[src/rtl/traffic_ctrl_2way.sv]
// Two-approach intersection controller: 1 Hz prescaler, A/B phases with all-red clearance,
// pedestrian shortening of A green, night flashing mode. Outputs registered except tick.
module traffic_ctrl_2way #(
    parameter int TICK_DIV  = 50000000,
    parameter int T_GREEN   = 30,
    parameter int T_YELLOW  = 3,
    parameter int T_ALLRED  = 2,
    parameter int T_PED_MIN = 5,
    parameter int TW        = 6
) (
    input  logic          clk,
    input  logic          rst,
    input  logic          night_mode,
    input  logic          ped_req,
    output logic [1:0]    led_a,
    output logic [1:0]    led_b,
    output logic [TW-1:0] timer_value,
    output logic          ped_walk,
    output logic          tick
);
    localparam int CW = $clog2(TICK_DIV);

    localparam logic [1:0] LED_RED = 2'b00;
    localparam logic [1:0] LED_GRN = 2'b01;
    localparam logic [1:0] LED_YEL = 2'b10;
    localparam logic [1:0] LED_OFF = 2'b11;

    typedef enum logic [2:0] {
        S_AG, S_AY, S_AR1, S_BG, S_BY, S_AR2, S_FLASH
    } state_t;

    state_t          state_q, state_d;
    logic [CW-1:0]   cnt_q;
    logic [TW-1:0]   timer_q, timer_d;
    logic            ped_pend_q, ped_pend_d;
    logic            flash_ph_q, flash_ph_d;
    logic            walk_q, walk_d;
    logic [1:0]      led_a_q, led_a_d, led_b_q, led_b_d;

    assign tick        = (cnt_q == CW'(TICK_DIV - 1));
    assign led_a       = led_a_q;
    assign led_b       = led_b_q;
    assign timer_value = timer_q;
    assign ped_walk    = walk_q;

    always_ff @(posedge clk) begin
        if (rst) begin
            cnt_q      <= '0;
            state_q    <= S_AR2;
            timer_q    <= TW'(T_ALLRED);
            ped_pend_q <= 1'b0;
            flash_ph_q <= 1'b0;
            walk_q     <= 1'b0;
            led_a_q    <= LED_RED;
            led_b_q    <= LED_RED;
        end else begin
            cnt_q      <= tick ? '0 : cnt_q + 1'b1;
            state_q    <= state_d;
            timer_q    <= timer_d;
            ped_pend_q <= ped_pend_d;
            flash_ph_q <= flash_ph_d;
            walk_q     <= walk_d;
            led_a_q    <= led_a_d;
            led_b_q    <= led_b_d;
        end
    end

    always_comb begin
        state_d    = state_q;
        timer_d    = timer_q;
        ped_pend_d = ped_pend_q | ped_req;
        flash_ph_d = flash_ph_q;
        walk_d     = walk_q;
        if (tick) begin
            if (state_q == S_FLASH) begin
                if (!night_mode) begin
                    state_d    = S_AR2;
                    timer_d    = TW'(T_ALLRED);
                    flash_ph_d = 1'b0;
                end else begin
                    flash_ph_d = ~flash_ph_q;
                end
            end else if (timer_q == TW'(1)) begin
                case (state_q)
                    S_AG: begin
                        state_d = S_AY;
                        timer_d = TW'(T_YELLOW);
                    end
                    S_AY: begin
                        state_d = S_AR1;
                        timer_d = TW'(T_ALLRED);
                    end
                    S_BG: begin
                        state_d = S_BY;
                        timer_d = TW'(T_YELLOW);
                        walk_d  = 1'b0;
                    end
                    S_BY: begin
                        state_d = S_AR2;
                        timer_d = TW'(T_ALLRED);
                    end
                    default: begin
                        // All-red expiry is the only point where night mode may take over.
                        if (night_mode) begin
                            state_d    = S_FLASH;
                            timer_d    = '0;
                            flash_ph_d = 1'b1;
                        end else if (state_q == S_AR1) begin
                            state_d    = S_BG;
                            timer_d    = TW'(T_GREEN);
                            walk_d     = ped_pend_q;
                            ped_pend_d = ped_req;
                        end else begin
                            state_d = S_AG;
                            timer_d = TW'(T_GREEN);
                        end
                    end
                endcase
            end else if (state_q == S_AG && ped_pend_q && timer_q > TW'(T_PED_MIN)) begin
                timer_d = TW'(T_PED_MIN);
            end else begin
                timer_d = timer_q - 1'b1;
            end
        end
    end

    always_comb begin
        led_a_d = LED_RED;
        led_b_d = LED_RED;
        case (state_d)
            S_AG:    led_a_d = LED_GRN;
            S_AY:    led_a_d = LED_YEL;
            S_BG:    led_b_d = LED_GRN;
            S_BY:    led_b_d = LED_YEL;
            S_FLASH: begin
                led_a_d = flash_ph_d ? LED_YEL : LED_OFF;
                led_b_d = flash_ph_d ? LED_YEL : LED_OFF;
            end
            default: ;
        endcase
    end
endmodule

[config.mk]
export PLATFORM = sky130hd
export DESIGN_NAME = traffic_ctrl_2way
export DESIGN_NICKNAME = d
export VERILOG_FILES = /design/src/rtl/traffic_ctrl_2way.sv
export SDC_FILE = /design/constraint.sdc
export NUM_CORES = 1
export LEC_CHECK = 0
export ABC_AREA = 1
export BUFFER_PORTS_ARGS = -buffer_cell sky130_fd_sc_hd__buf_2
export CELL_PAD_IN_SITES_DETAIL_PLACEMENT = 0
export CELL_PAD_IN_SITES_GLOBAL_PLACEMENT = 1
export CORE_ASPECT_RATIO = 0.7
export CORE_MARGIN = 2
export CORE_UTILIZATION = 43
export DETAILED_ROUTE_END_ITERATION = 12
export PLACE_DENSITY_LB_ADDON = 0.1
export SLEW_MARGIN = 15
export SYNTH_ARGS = -nofsm -noshare
export SYNTH_HDL_FRONTEND = slang
export SYNTH_SLANG_ARGS = --single-unit
[constraint.sdc]
create_clock -name clk -period 1.9 [get_ports clk]
set_clock_uncertainty 0.1 [all_clocks]
set_input_delay 0 -clock clk [delete_from_list [all_inputs] [get_ports clk]]
set_output_delay 0 -clock clk [all_outputs]
set_load 0.005 [all_outputs]
==> results.yml <==
status:
  outcome: "completed"
timing:
  setup_viol: 0
  period_needed_ns: 1.78
  hold_violations: 0
  slew-limit-headroom_pct: 74.6
  rsz0062_at_grt: "yes"
  period_share_pct: 93.7
  holdWs_ns: 0.0237
  clock.fmax_mhz: 562
  fin_tns_setup_ns: 0
  worstMarginPinSlew_ns: 0.378
  maxSlewViolCount: 0
global_route:
  grt_max_degree: 15
  grt_overflow: 0
  grt_pass1_vias: 2332
  grt_pass1_wl_mm: 11.2
  antenna_found_initial: 0
  grt.total_usage_pct: 22.4
power:
  vdd_drop_max_v: 0.000474
  power_leakage_uw: 0.00122
  p_per_area_mw_per_mm2: 525
synth:
  synth_seq_cells: 42
  synth_nets: 401
  syn_area_per_cell_um2: 6.52
  synth_mux_area_share_pct: 0
  synth_compound_gate_area_share_pct: 8.67
  ys_types: 30
  syn-cell-area_mm2: 0.00257
  ys_seq_area_share_pct: 32.7
  synth_fa_ha_area_share_pct: 1.46
  ys.warnings.count: 0
  netlist_instances: 394
  synth_top_family_by_area: "simple AND/OR/NAND/NOR gates"
  synthXorXnorAreaFrac_pct: 2.73
  synthSimpleGateAreaFrac_pct: 46.0
cells_and_area:
  area_growth_syn_to_layout_pct: 17.0
  final_common_cell: "nand2_1"
  final_cell_mix: "98 x nand2_1, 46 x nor2_1, 42 x inv_1"
  antenna_cells: 0
  fill_cells: 589
  nNetsFinal: 437
  layout-drive-gt1-share_pct: 21.6
route:
  dr_total_vias: 2528
  drc: 0
  routed_wirelength_mm: 6.77
  viasPerCell: 5.00
  first_iter_violations: 138
  ant_nets: 0
  wl_per_cell_um: 13.4
  drtPass1Iterations: 4
clock_tree:
  clk_path_buf_depth: 2
  cts_root_buf: "clkbuf_8"
  cts_buffers: 5
  tritoncts: "done"
  clkTransAtPathRegs_ns: 0.08
  h-tree-depth: 2
  insertion_delay_ns: 0.30
  numClockSinks: 42
floorplan:
  die_w_um: 96.4
  initial_core_util_pct: 44.7
  pin_count: 16
  rows: 23
  dieArea_mm2: 0.00662
  core_region_area_mm2: 0.00576
  die_y_um: 68.7
setup_path:
  startpoint_type: "flop"
  worst_ep_arrival_time_ns: 1.91
  crit_required_ns: 2.03
  end_kind: "flop"
  path_class: "flop to flop"
  worst-path-max-fanout: 7
flow_run:
  cap_violations: 0
worst_hold_path:
  hold_path.class: "input port to flop"
placement:
  dp_hpwl_mm: 5.36
  port_buffers: 15
  place_congestion: 0.922
## synth_stat cells, drive strengths merged
master	number	area, um2
nand2	112	453
nor2	63	304
inv	51	191
dfxtp	42	841
nand3	28	150
a21oi	27	135
o21ai	16	80.1
nor3	13	103
nand4	9	56.3
xor2	7	61.3
or2	6	37.5
nor4	5	31.3
ha	3	37.5
buf	2	15.0
clkinv	2	7.51
nand3b	2	15.0
nor3b	2	25.0
and2	1	6.26
clkbuf	1	3.75
o21a	1	7.51
xnor2	1	8.76
## final cells by class
type | instances | area, um2 | area share, %
Timing Repair Buffer | 32 | 220 | 7.32
Clock buffer | 6 | 82.6 | 2.75
Sequential cell | 42 | 842 | 28.0
Inverter | 53 | 201 | 6.70
Multi-Input combinational cell | 296 | 1560 | 51.7
Tap cell | 75 | 93.8 | 3.12
Clock inverter | 2 | 12.5 | 0.416
## layer usage
metal | routed length [um] | share of wire (%) | track usage (%) | vias to the layer above
met5 | 0 | 0 | 0 | -
li1 | - | - | - | 1335
met3 | 367 | 5.4 | 5.22 | 5
met2 | 2400 | 35 | 29.2 | 52
met4 | 42 | 0.62 | 4.58 | 0
met1 | 3950 | 58 | 36.1 | 1136
## logic make-up (layout without fill, tap and decap cells)
logic type                 after synthesis  in the layout
and+or+nand+nor                        241            241
buffers and inverters                   56             93
AOI/OAI and AO/OA                       44             44
DFF                                     42             42
xor gates and xnor gates                 8              8
adders and majority gates                3              3
## worst max-delay path, cell delays in order, from the launching register on
cell and delay [ns]:
dfxtp_1 0.35, ha_2 0.22, nand3_4 0.11, inv_1 0.11, nand2_2 0.08, nor3_4 0.28
nand2_2 0.18, o21ai_1 0.14, nor3b_2 0.15
## final timing paths
| check | depth (start not counted) | slack [ns] | startpoint | end |
|---|---|---|---|---|
| max | 8 | 0.12 | cnt_q[1] | timer_value[5] |
| min | 4 | 0.02 | night_mode | ped_walk |
| max reg2reg | 8 | 0.12 | cnt_q[1] | timer_value[5] |
| min reg2reg | 2 | 0.37 | ped_walk | ped_walk |
## registers in the layout, indices dropped and copies added (netlist names)
register and flops:
cnt_q 26, ped_walk 1, ped_pend_q 1, led_a 2, led_b 2, timer_value 6
state_q 3, flash_ph_q 1
## what timing repair did
action / in CTS / in global routing
setup endpoints to repair: 0 / 29
resized for setup: 0 / 13
hold buffers: 2 / 0
hold endpoints to repair: 2 / 0
setup buffers: 0 / 1
## through the flow
| step | utilization (%) | total power (uW) | setup WS (ns) | cell area, um2 | std cells |
|---|---|---|---|---|---|
| floorplan | - | 948 | 0.247 | 2570 | 394 |
| global placement | 49.3 | 972 | 0.0636 | 2840 | 495 |
| detailed placement | 49.3 | 973 | 0.0648 | 2840 | 495 |
| CTS | 51.3 | 1600 | 0.0415 | 2950 | 505 |
| global route | 52.3 | 1640 | -0.0195 | 3010 | 506 |
| finish | 52.3 | 1580 | 0.119 | 3010 | 506 |
## power breakdown
part           internal [uW]  leakage (uW)  switching, uW
registers                886      0.000340           5.84
clock network            293     0.0000472            327
logic                   24.8      0.000834           41.0
total                   1200       0.00122            374
Note: power is estimated with default switching activity, not from simulation.
